## config.mk

```make
export PLATFORM = sky130hd
export DESIGN_NAME = fpu_op_ctrl
export DESIGN_NICKNAME = d
export VERILOG_FILES = /design/src/rtl/fpu_op_ctrl.sv
export SDC_FILE = /design/constraint.sdc
export NUM_CORES = 1
export LEC_CHECK = 0
export BUFFER_PORTS_ARGS = -buffer_cell sky130_fd_sc_hd__buf_2
export CAP_MARGIN = 30
export CELL_PAD_IN_SITES_DETAIL_PLACEMENT = 0
export CELL_PAD_IN_SITES_GLOBAL_PLACEMENT = 1
export CORE_MARGIN = 1
export CORE_UTILIZATION = 33
export DETAILED_ROUTE_END_ITERATION = 7
export PLACE_DENSITY_LB_ADDON = 0.1
export SYNTH_ARGS = -nofsm -noshare
export SYNTH_HDL_FRONTEND = slang
export SYNTH_SLANG_ARGS = --single-unit
```

## constraint.sdc

```tcl
create_clock -name clk -period 3.7 [get_ports clk]
set_input_delay 0.74 -clock clk [delete_from_list [all_inputs] [get_ports clk]]
set_output_delay 0.74 -clock clk [all_outputs]
set_load 0.01 [all_outputs]
```

## src/rtl/fpu_op_ctrl.sv

```systemverilog
// Sequences one single-precision operation at a time onto the add/mul/div units
// and returns the result (or a divide-by-zero / timeout code) on a valid/ready port.
module fpu_op_ctrl #(
  parameter int TIMEOUT = 64,
  parameter int CNT_W   = 7
) (
  input  logic        clk,
  input  logic        rst,
  input  logic        req_valid,
  output logic        req_ready,
  input  logic [1:0]  req_op,
  input  logic [31:0] req_a,
  input  logic [31:0] req_b,
  output logic [31:0] unit_a,
  output logic [31:0] unit_b,
  output logic        add_start,
  output logic        mul_start,
  output logic        div_start,
  input  logic        add_done,
  input  logic        mul_done,
  input  logic        div_done,
  input  logic [31:0] add_result,
  input  logic [31:0] mul_result,
  input  logic [31:0] div_result,
  output logic        rsp_valid,
  input  logic        rsp_ready,
  output logic [31:0] rsp_result,
  output logic [1:0]  rsp_err
);

  typedef enum logic [3:0] {
    IDLE  = 4'b0001,
    ISSUE = 4'b0010,
    WAIT  = 4'b0100,
    RESP  = 4'b1000
  } state_t;

  localparam logic [CNT_W-1:0] CNT_LAST = CNT_W'(TIMEOUT - 1);

  state_t           state_reg;
  logic [1:0]       op_reg;
  logic [CNT_W-1:0] cnt_reg;
  logic [31:0]      unit_a_reg, unit_b_reg, rsp_result_reg;
  logic [1:0]       rsp_err_reg;
  logic             add_start_reg, mul_start_reg, div_start_reg;

  logic        sel_done;
  logic [31:0] sel_result;
  logic        div_by_zero;

  // Only the unit that was launched is listened to; other dones are ignored.
  always_comb begin
    sel_done   = 1'b0;
    sel_result = 32'd0;
    case (op_reg)
      2'b00, 2'b01: begin sel_done = add_done; sel_result = add_result; end
      2'b10:        begin sel_done = mul_done; sel_result = mul_result; end
      default:      begin sel_done = div_done; sel_result = div_result; end
    endcase
  end

  assign div_by_zero = (op_reg == 2'b11) && (unit_b_reg[30:0] == 31'd0);

  always_ff @(posedge clk) begin
    if (rst) begin
      state_reg      <= IDLE;
      op_reg         <= 2'b00;
      cnt_reg        <= '0;
      unit_a_reg     <= 32'd0;
      unit_b_reg     <= 32'd0;
      rsp_result_reg <= 32'd0;
      rsp_err_reg    <= 2'b00;
      add_start_reg  <= 1'b0;
      mul_start_reg  <= 1'b0;
      div_start_reg  <= 1'b0;
    end else begin
      add_start_reg <= 1'b0;
      mul_start_reg <= 1'b0;
      div_start_reg <= 1'b0;
      case (state_reg)
        IDLE: begin
          if (req_valid) begin
            op_reg     <= req_op;
            unit_a_reg <= req_a;
            // Subtraction is an add with the sign of b flipped.
            unit_b_reg <= (req_op == 2'b01) ? {~req_b[31], req_b[30:0]} : req_b;
            // Starts are decided here so they are registered and land in ISSUE.
            add_start_reg <= (req_op[1] == 1'b0);
            mul_start_reg <= (req_op == 2'b10);
            div_start_reg <= (req_op == 2'b11) && (req_b[30:0] != 31'd0);
            state_reg     <= ISSUE;
          end
        end
        ISSUE: begin
          if (div_by_zero) begin
            rsp_result_reg <= {unit_a_reg[31] ^ unit_b_reg[31], 8'hFF, 23'd0};
            rsp_err_reg    <= 2'b01;
            state_reg      <= RESP;
          end else begin
            cnt_reg   <= '0;
            state_reg <= WAIT;
          end
        end
        WAIT: begin
          cnt_reg <= cnt_reg + 1'b1;
          if (sel_done) begin
            rsp_result_reg <= sel_result;
            rsp_err_reg    <= 2'b00;
            state_reg      <= RESP;
          end else if (cnt_reg == CNT_LAST) begin
            rsp_result_reg <= 32'd0;
            rsp_err_reg    <= 2'b10;
            state_reg      <= RESP;
          end
        end
        RESP: begin
          if (rsp_ready) state_reg <= IDLE;
        end
        default: state_reg <= IDLE;
      endcase
    end
  end

  assign req_ready  = (state_reg == IDLE);
  assign rsp_valid  = (state_reg == RESP);
  assign unit_a     = unit_a_reg;
  assign unit_b     = unit_b_reg;
  assign add_start  = add_start_reg;
  assign mul_start  = mul_start_reg;
  assign div_start  = div_start_reg;
  assign rsp_result = rsp_result_reg;
  assign rsp_err    = rsp_err_reg;

endmodule
```

Yosys cells after proc, flatten, opt, wreduce, memory -nomap -nowiden

Cells that the tools add are included.

$add $sub $neg: 1
Equality and inequality tests: 16
Multiplexer cells: 19
Bitwise operators: 5
Reductions and logical operators: 12

Operators by type and width:

| operator                                            | count |
|---|---|
| 2-to-1 mux 32 bit                                   | 4 |
| one-hot mux 32 bit (2 select lines)                 | 2 |
| zero test 31 bit                                    | 1 |
| nonzero test 31 bit                                 | 1 |
| 2-to-1 mux 4 bit                                    | 5 |
| one-hot mux 4 bit (4 select lines)                  | 1 |
| one-hot mux 7 bit (2 select lines)                  | 1 |
| equality test 2 bit, second input constant          | 4 |
| adder 7 x 1 -> 7 bit, second input constant         | 1 |
| equality test 7 x 6 -> 1 bit, second input constant | 1 |
| 2-to-1 mux 7 bit                                    | 1 |
| 2-to-1 mux 2 bit                                    | 3 |
| inequality test 2 bit, second input constant        | 3 |
| AND reduction 3 bit                                 | 2 |
| equality test 2 x 1 -> 1 bit, second input constant | 2 |
| equality test 4 x 1 -> 1 bit, second input constant | 1 |
| equality test 4 x 2 -> 1 bit, second input constant | 1 |
| equality test 4 x 3 -> 1 bit, second input constant | 1 |
| equality test 4 bit, second input constant          | 1 |
| inverter 1 bit                                      | 4 |
| one-hot mux 2 bit (2 select lines)                  | 1 |
| AND reduction 2 bit                                 | 2 |
| inequality test 3 bit, second input constant        | 1 |
| OR reduction 3 bit                                  | 1 |
| 7 further kinds                                     | 8 |

Flip-flop bits (word level): 114
Bits of input ports: 169
Output and inout port bits: 103
Word-level logic and storage cells: 63

Logic depth before layout (Yosys ltp)

Gate-level depths: netlist of the first run.

Depth after elaboration: 5
Depth in mapped cells: 8
Depth with buffers taken out: 6

Worst setup path before layout of the first run

No wires, ideal clock.

Kind: input to register
From: in div_done
To: reg rsp_result_reg[25] (netlist: rsp_result[25])
Setup time: 119 ps
Arrival time: 1851 ps
Data required time: 3581 ps
Path slack: 1730 ps
Cell stages on the path: 6
Path buffers: 1
Cell sequence: mux2i_1 a21oi_1 or3_4 o21a_2 buf_6 o221a_1

Cells in the longest elaborated chain, start to end: 3
Elaborated cells on any way between the ends: 5
Classes of those cells: eq/ne (1); mux (3); reduce/logical (1)

RTL lines:

| item                                                                                        | line | text |
|---|---|---|
| start, declared                                                                             | 21   | `input logic div_done,` |
| one-hot mux 1 bit (2 select lines) (*)                                                      | 55   | `case (op_reg)` |
| inequality test 3 bit (no line) / 2-to-1 mux 32 bit (equally long branches)                 | --   |  |
| AND reduction 3 bit (no line) / one-hot mux 32 bit (2 select lines) (equally long branches) | --   |  |
| end signal, assigned                                                                        | 96   | `rsp_result_reg <= {unit_a_reg[31] ^ unit_b_reg[31], 8'hFF, 23'd0};` |
| end signal, assigned                                                                        | 107  | `rsp_result_reg <= sel_result;` |
| end, declared                                                                               | 43   | `logic [31:0] unit_a_reg, unit_b_reg, rsp_result_reg;` |

Every way passes the cells marked *; elsewhere a longest branch is shown, timed or not.
A chain may end at the register's enable or synchronous reset.

Final worst setup path of the first run

From: reg state_reg[1]
To: reg rsp_result_reg[31] (netlist: rsp_result[31])

Cells in the longest elaborated chain, start to end: 3
Elaborated cells on any way between the ends: 7
Classes of those cells: eq/ne (4); mux (1); reduce/logical (2)

RTL lines:

| item                                                                                | line | text |
|---|---|---|
| start, declared                                                                     | 40   | `state_t state_reg;` |
| start signal, assigned                                                              | 66   | `state_reg <= IDLE;` |
| start signal, assigned                                                              | 91   | `state_reg <= ISSUE;` |
| start signal, assigned                                                              | 98   | `state_reg <= RESP;` |
| equality test 4 x 3 -> 1 bit / equality test 4 x 2 -> 1 bit (equally long branches) | 80   | `case (state_reg)` |
| inequality test 3 bit (no line) (tied with other cells)                             | --   |  |
| AND reduction 3 bit (no line)                                                       | --   |  |

Parallel ways exist; a longest one is shown, timed or not.

==> results.md, run 1 <==
* Clk_skew at 0.007156 ns
* Nets@finish at roughly 1000
* DRC violations left at 0
* Slew Limit Fails at 0
* RSZ-0062 raised after global routing: false
* Status: completed
* Ant. Diodes at 0
* Sequential fraction of the synthesis area at 0.4615
* Worst-path fanout max at 33
* Root Buffer: clkbuf_16
* Initial antenna violation count at 0
* Commonest non-fill, non-tap cell in the layout: buf_2
* Hold Violations, Final at 0
* Post-synth net total at 779
* Clock buffer depth at 2
* Cell Rows at 44
* FF+latch count, synth at 114
* Synth warnings at 0
* Post-DP HPWL at 11.95 mm
* Worst setup margin at roughly 1.2 ns
* Grt total ovfl at 0
* Endpoints failing setup at 0
* H-tree depth at 4
* Die Y at roughly 120 µm
* First-pass iteration count of the detailed router at 5
* Synth async-reset ratio at 0
* Clk slew on worst S/H paths at 0.05 ns
* Post-synth cell types at 43
* Filler cell count at 1521
* Max_cap viols at 0
* Worst Tran Pin Value at 0.8241 ns
* Finished Cell Area at 6948 µm²
* Period utilization at 0.6809
* DP Area at 6392 µm²
* Fmax at 0.3969 GHz
* Wire per inst at 15.07 µm
* CTS resizes at 0
* EDFF count, synth at 0
* Initial DRC count at 171
* Starting Density at 0.3389
* Most frequent cells in the layout: buf_2 (270), nand2_1 (164), dfxtp_1 (112), a21oi_1 (83), mux2i_1 (33)
* Global Route Usage Sum at 0.2067
* GP Congestion at between 0.7 and 0.8
* Routed WL at 15.94 mm
* CTS sink count at 114
* ANT nets after route at 0
* Area growth, synth to finish at 40.51%
* Num CTS Buffers at 17
* Setup TNS at 0 ns
* Max transition margin at 0.4491
* First-pass GRT wire length at 25.66 mm
* Vias at 5181
* CTS tree: done
* Worst Setup End Kind: flip-flop
* Startpoint Class: flip-flop
* Core ar. at 14590 µm²
* Share of cells above drive strength 1 at 0.3604
* Ys flop type: dfxtp_1
* Largest net degree at the start of global routing at 68
* Worst IR Drop VDD at 0.2421 mV
* Post-Syn Instances at 609
* Die area at 15480 µm²
* Vias in the first global route at approximately 5000
* Min cycle time layout at approximately 2.5 ns
* Via density per instance at 4.897
* Worst-Skew Late Latency at between 0.4 and 0.5 ns
* Pre-CTS setup slack at 1.158 ns
* IO Pins at 272
* Hold Buf Count CTS at 0
* Synth Cell Area at 4945 µm²
* PortBufs at 271
* Hold Crit Class: reg2reg
* Critical Path RT at 3.99 ns
* Post-CTS setup buffers at 0
* Leakage at 3.070 nW
* Worst setup path class: reg2reg
* Power density cells at ~480 nW/µm²
* Die width at 124.4 µm
* Worst Path Arrival at between 2 and 3 ns
* Synth Area per Inst at ~8.1 µm²
-- metal layers --
metal	wire length, µm	track usage
met1	6698	0.2385
met2	7750	0.3559
met3	1237	0.07045
met4	257	0.06733
met5	0	0
-- power by group --
| group | switching (mW) | total, mW | internal (mW) |
|---|---|---|---|
| Sequential | 0.0415 | 1.33 | 1.29 |
| Combinational | 0.281 | 0.481 | 0.200 |
| Clock | 0.531 | 1.55 | 1.02 |
-- worst max-delay path, cell delays in order (launching register included) --
cell	delay, ns
dfxtp_1	0.46
or4b_1	0.53
nor4_4	0.23
buf_4	0.23
o21a_2	0.56
mux2_1	0.38
-- final cells by class --
class                   count  area, µm²  area share
clock buffers              25      475.5     0.06843
clock inverters             6      80.08     0.01153
inverters                  26      97.59     0.01405
multi-input cells         425       2369      0.3409
flip-flops and latches    114       2285      0.3288
well taps                 184      230.2     0.03314
repair buffers            278       1411      0.2031
-- through the flow --
stage	hold slack (ns)	std cells	util	power (mW)
2_1_floorplan	0.4512	609	-	1.625
3_3_place_gp	0.4395	1027	0.4382	1.838
3_5_place_dp	0.4439	1027	0.4382	1.845
4_1_cts	0.4510	1058	0.4762	3.404
5_1_grt	0.4657	1058	0.4762	3.527
6_report	0.4504	1058	0.4762	3.361
-- cell families after synthesis --
family / count (synthesis) / share of synthesized area
AO/OA/AOI/OAI: 155 / 0.1933
XOR/XNOR: 2 / 0.003543
adder cells (fa/ha/maj): 1 / 0.002530
buffers and inverters: 70 / 0.06022
flip-flops: 114 / 0.4615
multiplexers: 34 / 0.06908
AND/OR/NAND/NOR: 233 / 0.2098
-- worst paths after layout --
path / startpoint / end / slack, ns / cells past startpoint
worst min register to register: unit_a[22]$_SDFFE_PP0P_ / unit_a[22]$_SDFFE_PP0P_ / 0.45 / 2
worst max register to register: state_reg[1]$_SDFFE_PP0P_ / rsp_result[31]$_SDFFE_PP0P_ / 1.18 / 5
worst min-delay path: unit_a[22]$_SDFFE_PP0P_ / unit_a[22]$_SDFFE_PP0P_ / 0.45 / 2
worst max-delay path: state_reg[1]$_SDFFE_PP0P_ / rsp_result[31]$_SDFFE_PP0P_ / 1.18 / 5
-- synth_stat cells (3+ instances only) --
| cell type | number | share of area |
|---|---|---|
| a211oi_1 | 4 | 0.0061 |
| a21oi_1 | 83 | 0.084 |
| buf_1 | 4 | 0.0030 |
| buf_2 | 7 | 0.0071 |
| buf_4 | 5 | 0.0076 |
| clkbuf_1 | 27 | 0.020 |
| dfxtp_1 | 114 | 0.46 |
| inv_1 | 25 | 0.019 |
| mux2i_1 | 33 | 0.067 |
| nand2_1 | 165 | 0.13 |
| nand3_1 | 3 | 0.0030 |
| nand4_1 | 4 | 0.0051 |
| nor2_1 | 23 | 0.017 |
| nor3_1 | 4 | 0.0040 |
| nor4_1 | 12 | 0.015 |
| nor4b_1 | 3 | 0.0053 |
| o21ai_0 | 25 | 0.025 |
| o221a_1 | 6 | 0.014 |
| o31ai_1 | 4 | 0.0061 |
| o32ai_1 | 24 | 0.043 |
| or3_1 | 4 | 0.0051 |
| or4_1 | 4 | 0.0061 |
Power figures use the tool's default switching activity.
==> run 2, diff against run 1 <==
Settings changed: CORE_UTILIZATION 33 to 31.
Clock period 3.7 ns to 2.5 ns, I/O delays scaled along.
==> run 2 against run 1 <==
Critical path type is now reg2out. Design area rose by 2.4%. Via count grew 1.8%. Clock-buffer cell count fell by 4. Critical path depth shrank 2. Global-route usage is 1.6 points lower. Clock skew decreased by 0.0011 ns. Sequential power grew 49%. Combinational power up 51%. Wire length is 0.73% higher. Die area increased by 6.3%. Worst hold slack worse by 0.13 ns. Sequential share of layout area shrank 0.76 points.
==> results.md, run 2 (synthesized netlist as in run 1, its figures left out) <==
* Clk_skew at 0.006083 ns (-0.001073 ns)
* Clock buffer depth at 2 (unchanged)
* Largest net degree at the start of global routing at 66 (-2.9%)
* Post-Route Utilization at 0.4627 (-0.01357)
* Die width at 128.3 µm (+3.1%)
* H-tree depth at 4 (unchanged)
* Max transition margin at 0.6413 (+0.1922)
* ANT nets after route at 0 (unchanged)
* Area growth, synth to finish at 43.83%
* Cell Rows at 45 (+2.3%)
* Worst IR Drop VDD at 0.4591 mV (+90%)
* CTS sink count at 114 (unchanged)
* Most frequent cells in the layout: buf_2 (270), nand2_1 (164), dfxtp_1 (112), a21oi_1 (83), mux2i_1 (33)
* Worst Setup End Kind: output pin
* Die area at 16460 µm² (+6.3%)
* Post-DP HPWL at 11.97 mm (+0.21%)
* Worst Tran Pin Value at 0.5380 ns (-0.2860 ns)
* Leakage at 3.133 nW (+2.1%)
* Routed WL at 16.06 mm (+0.73%)
* Vias at 5273 (+1.8%)
* RSZ-0062 raised after global routing: false
* Worst-path fanout max at 7 (-79%)
* Root Buffer: clkbuf_16
* Status: completed
* Initial antenna violation count at 0 (unchanged)
* Ant. Diodes at 0 (unchanged)
* Delay-heaviest family, CP: simple AND/OR/NAND/NOR gates
* Finished Cell Area at 7112 µm² (+2.4%)
* Power density cells at 718.7 nW/µm² (+49%)
* Critical Path Max Stage Delay at 0.53 ns (-0.03 ns)
* CTS resizes at 0 (unchanged)
* Clk slew on worst S/H paths at 0.05 ns (about the same)
* Initial DRC count at 194 (+13%)
* Commonest non-fill, non-tap cell in the layout: buf_2
* Cells along the critical path: or4b_1 > inv_2 > buf_2
* Post-CTS setup buffers at 0 (unchanged)
* Min cycle time layout at 2.144 ns
* Critical Path RT at 2.00 ns (-1.99 ns)
* Num CTS Buffers at 17 (unchanged)
* Max_cap viols at 0 (unchanged)
* Global Route Usage Sum at 0.1907 (-0.01604)
* Core ar. at 15370 µm² (+5.4%)
* Grt total ovfl at 0 (unchanged)
* DRC violations left at 0 (unchanged)
* Fmax at 0.4663 GHz
* Via density per instance at 4.824 (-1.5%)
* Endpoints failing setup at 0 (unchanged)
* Die Y at 128.3 µm (+3.1%)
* Worst setup path class: reg2out
* Hold Crit Class: in2reg
* Worst-Skew Late Latency at 0.40 ns (about the same)
* Share of cells above drive strength 1 at 0.3707 (+0.01034)
* Slew Limit Fails at 0 (unchanged)
* Starting Density at 0.3217 (-0.01724)
* Crit path buf inv count at 2 (+1)
* IO Pins at 272 (unchanged)
* Setup TNS at 0 ns (unchanged)
* Wire per inst at 14.69 µm (-2.5%)
* First-pass GRT wire length at 24.33 mm (-5.2%)
* Tot Pwr at 5.111 mW (+52%)
* PortBufs at 271 (unchanged)
* First-pass iteration count of the detailed router at 4 (-1)
* DP Area at 6516 µm² (+1.9%)
* Hold Buf Count CTS at 0 (unchanged)
* Hold Violations, Final at 0 (unchanged)
* Startpoint Class: flip-flop
* Nets@finish at 1039 (+0.68%)
* CP max stage cell: or4b_1
* Period utilization at 0.8578
* CTS tree: done
* Worst Path Arrival at 1.64 ns (-1.17 ns)
* Vias in the first global route at 4936 (-1.9%)
* GP Congestion at 0.8216 (+11%)
==> run 2: cell count changes in the layout (fill, tap and decap cells not counted) <==
cell,previous run,this run
clkinv_2,4,6
clkinvlp_4,0,2
clkbuf_1,6,2
buf_4,8,12
bufinv_16,2,3
buf_12,0,3
==> run 2: area by class of cell <==
cell class | instances | area, µm²
fill | 1597 | 8259
inverter | 26 | 97.59
sequential | 114 | 2285
timing repair buffer | 285 | 1501
clock inverter | 11 | 135.1
clock buffer | 21 | 460.4
tap | 211 | 264.0
multi-input combinational | 425 | 2369
==> run 2: final timing paths <==
check | from | end | slack [ns] | cells past startpoint
worst max-delay path | state_reg[0]$_SDFFE_PP1P_ | req_ready | 0.36 | 3
worst min-delay path | req_op[0] | mul_start$_SDFF_PP0_ | 0.32 | 2
worst max register to register | unit_b[23]$_SDFFE_PP0P_ | rsp_result[25]$_SDFFE_PP0P_ | 0.45 | 6
worst min register to register | unit_a[15]$_SDFFE_PP0P_ | unit_a[15]$_SDFFE_PP0P_ | 0.45 | 2
==> run 2: routing by layer <==
metal | track usage | vias to the layer above | routed length [µm] | share of wire
li1 | - | 2648 | - | -
met1 | 0.2133 | 2425 | 6722 | 0.42
met2 | 0.3355 | 185 | 7776 | 0.48
met3 | 0.06344 | 15 | 1402 | 0.087
met4 | 0.06851 | 0 | 157 | 0.0098
met5 | 0 | - | 0 | 0
==> run 2: through the flow <==
stage	hold WS, ns	setup WS (ns)	std cells
finish	0.3237	0.3556	1093
global route	0.3134	0.2698	1093
CTS	0.3008	0.3397	1093
detailed placement	0.4446	0.4795	1061
global placement	0.4400	0.4933	1061
floorplan	0.4512	0.6530	609
==> run 2: worst reg2reg max path, stage by stage (launching register included) <==
cell and delay, ns:
dfxtp_1 0.33, nor4_1 0.40, nand4_1 0.29, nor4_4 0.36
o21a_2 0.20, buf_12 0.19, o221a_1 0.21
==> run 2: power breakdown <==
part	internal (mW)	total, mW	leakage (nW)	switching (mW)
Clock	1.61	2.41	0.292	0.805
Sequential	1.91	1.98	0.929	0.0649
Combinational	0.310	0.724	1.91	0.414
==> run 3, diff against run 2 <==
Settings changed: BUFFER_PORTS_ARGS -buffer_cell sky130_fd_sc_hd__buf_2 to default, CORE_UTILIZATION 31 to 40, DONT_BUFFER_PORTS from default to 1.
==> run 3 against run 2 <==
Clock-buffer cell count grew 6. Via count is 19% lower. Wire length shrank 15%. Critical path type unchanged. Largest power group unchanged.
==> results.md, run 3 (synthesized netlist as in run 1, its figures left out) <==
* Critical Path Max Stage Delay at 0.53 ns (about the same)
* Starting Density at 0.4117 (+0.08997)
* Largest net degree at the start of global routing at 101 (+53%)
* Post-CTS setup buffers at 0 (unchanged)
* Grt total ovfl at 0 (unchanged)
* First-pass GRT wire length at 20.71 mm (-15%)
* ANT nets after route at 0 (unchanged)
* Cells along the critical path: or4b_1 > inv_2
* Clk slew on worst S/H paths at 0.05 ns (about the same)
* Setup slack, reg-to-reg at 0.47 ns (+0.02 ns)
* Crit. path cell count at 2 (-1)
* First-pass iteration count of the detailed router at 4 (unchanged)
* Worst Setup End Kind: output pin
* Share of cells above drive strength 1 at 0.09150 (-0.2792)
* Hold Violations, Final at 0 (unchanged)
* Filler cell count at 1211 (-24%)
* Fmax at 0.4918 GHz (+5.5%)
* Status: completed
* CP max stage cell: or4b_1
* Nets@finish at 770 (-26%)
* Tot Pwr at 4.776 mW (-6.6%)
* Wire per inst at 17.95 µm (+22%)
* Worst setup path class: reg2out
* CTS tree: done
* Worst Tran Pin Value at 0.5032 ns (-0.03484 ns)
* Min cycle time layout at 2.033 ns (-0.1109 ns)
* Clk_skew at 0.01054 ns (+0.004454 ns)
* Num CTS Buffers at 17 (unchanged)
* Vias at 4262 (-19%)
* Die Y at 113.2 µm (-12%)
* Min Hold Slack at 0.1601 ns (-0.1636 ns)
* Startpoint Class: flip-flop
* FF-to-FF Start: state_reg[0]$_SDFFE_PP1P_
* Leakage at 1.924 nW (-39%)
* Die width at 113.2 µm (-12%)
* Multi-input gate area at 2369 µm² (unchanged)
* End of the critical path: req_ready
* Post-Route Utilization at 0.4710 (+0.008364)
* RR Endpoint: unit_a[9]$_SDFFE_PP0P_
* DRC violations left at 0 (unchanged)
* Area growth, synth to finish at 14.42%
* RSZ-0062 raised after global routing: false
* R2R depth at 6 (unchanged)
* IO Pins at 272 (unchanged)
* Cell Rows at 40 (-11%)
* Worst IR Drop VDD at 0.4804 mV (+4.6%)
* Vias in the first global route at 3977 (-19%)
* Global Route Usage Sum at 0.2112 (+0.02053)
* Endpoints failing setup at 0 (unchanged)
* Via density per instance at 5.615 (+16%)
* Worst-path fanout max at 7 (unchanged)
* Initial DRC count at 168 (-13%)
* Post-DP HPWL at 9.770 mm (-18%)
* Hold Buf Count CTS at 0 (unchanged)
* CTS sink count at 114 (unchanged)
* H-tree depth at 4 (unchanged)
* Most frequent cells in the layout: nand2_1 (164), dfxtp_1 (112), a21oi_1 (83), mux2i_1 (33)
* Max_cap viols at 0 (unchanged)
* Ant. Diodes at 0 (unchanged)
* Hold Crit Class: in2reg
* GP Congestion at 0.7665 (-6.7%)
* Die area at 12810 µm² (-22%)
* Clock buffer depth at 2 (unchanged)
* Reg area at 2285 µm² (unchanged)
* Delay-heaviest family, CP: simple AND/OR/NAND/NOR gates
* Routed WL at 13.63 mm (-15%)
* Setup TNS at 0 ns (unchanged)
* Commonest non-fill, non-tap cell in the layout: nand2_1
* PortBufs at 0 (-100%)
* Max transition margin at 0.6620 (+0.02065)
* Critical Path RT at 2.00 ns (about the same)
* CTS resizes at 0 (unchanged)
* Worst-Skew Late Latency at 0.41 ns (about the same)
* Slew Limit Fails at 0 (unchanged)
* Core ar. at 12010 µm² (-22%)
* Crit path from: state_reg[0]$_SDFFE_PP1P_
* Worst Path Arrival at 1.53 ns (-0.11 ns)
* Period utilization at 0.8134 (-0.04437)
* Initial antenna violation count at 0 (unchanged)
* Crit path buf inv count at 1 (-1)
* Root Buffer: clkbuf_16
* Power density cells at 844.1 nW/µm² (+17%)
## run 3: changes by cell type in the layout (fill, tap and decap cells not counted)
cell	change
buf_2	-270
clkbuf_8	+5
buf_4	+2
clkinv_2	-3
buf_12	-1
clkinvlp_4	-2
bufinv_16	-2
clkbuf_1	+1
## run 3: area by class of cell
class | instances | area share
Multi-Input combinational cell | 425 | 0.4186
Clock inverter | 4 | 0.007961
Sequential cell | 114 | 0.4038
Tap cell | 147 | 0.03251
Timing Repair Buffer | 16 | 0.02565
Clock buffer | 27 | 0.09421
Inverter | 26 | 0.01725
## run 3: stage by stage
step | cell area [µm²] | setup WS [ns] | std cells
finish | 5658 | 0.4665 | 759
global route | 5658 | 0.2618 | 759
floorplan | 4945 | 0.6530 | 609
global placement | 5080 | 0.5113 | 728
CTS | 5658 | 0.4282 | 759
detailed placement | 5080 | 0.4535 | 728
## run 3: worst min-delay path by stage
stage,cells past startpoint,to,start
2_1_floorplan,2,cnt_reg[6]$_SDFFE_PP0P_,cnt_reg[6]$_SDFFE_PP0P_
3_3_place_gp,1,cnt_reg[0]$_SDFFE_PP0P_,cnt_reg[0]$_SDFFE_PP0P_
3_5_place_dp,2,cnt_reg[6]$_SDFFE_PP0P_,cnt_reg[6]$_SDFFE_PP0P_
4_1_cts,1,mul_start$_SDFF_PP0_,req_op[0]
5_1_grt,1,mul_start$_SDFF_PP0_,req_op[0]
6_report,1,mul_start$_SDFF_PP0_,req_op[0]
## run 3: metal layers
layer / vias to the layer above / global-route usage / wire (µm) / part of all wire
met5: - / 0 / 0 / 0
met4: 0 / 0.07807 / 192 / 0.014
met2: 188 / 0.3575 / 6688 / 0.49
met3: 13 / 0.09266 / 1299 / 0.095
met1: 1957 / 0.2344 / 5446 / 0.40
li1: 2104 / - / - / -
## run 3: power by group
part           leakage [nW]  internal [mW]  switching, mW
clock                 0.289           1.54          0.781
combinational         0.705          0.164          0.251
sequential            0.929           1.91          0.126
total                  1.92           3.62           1.16
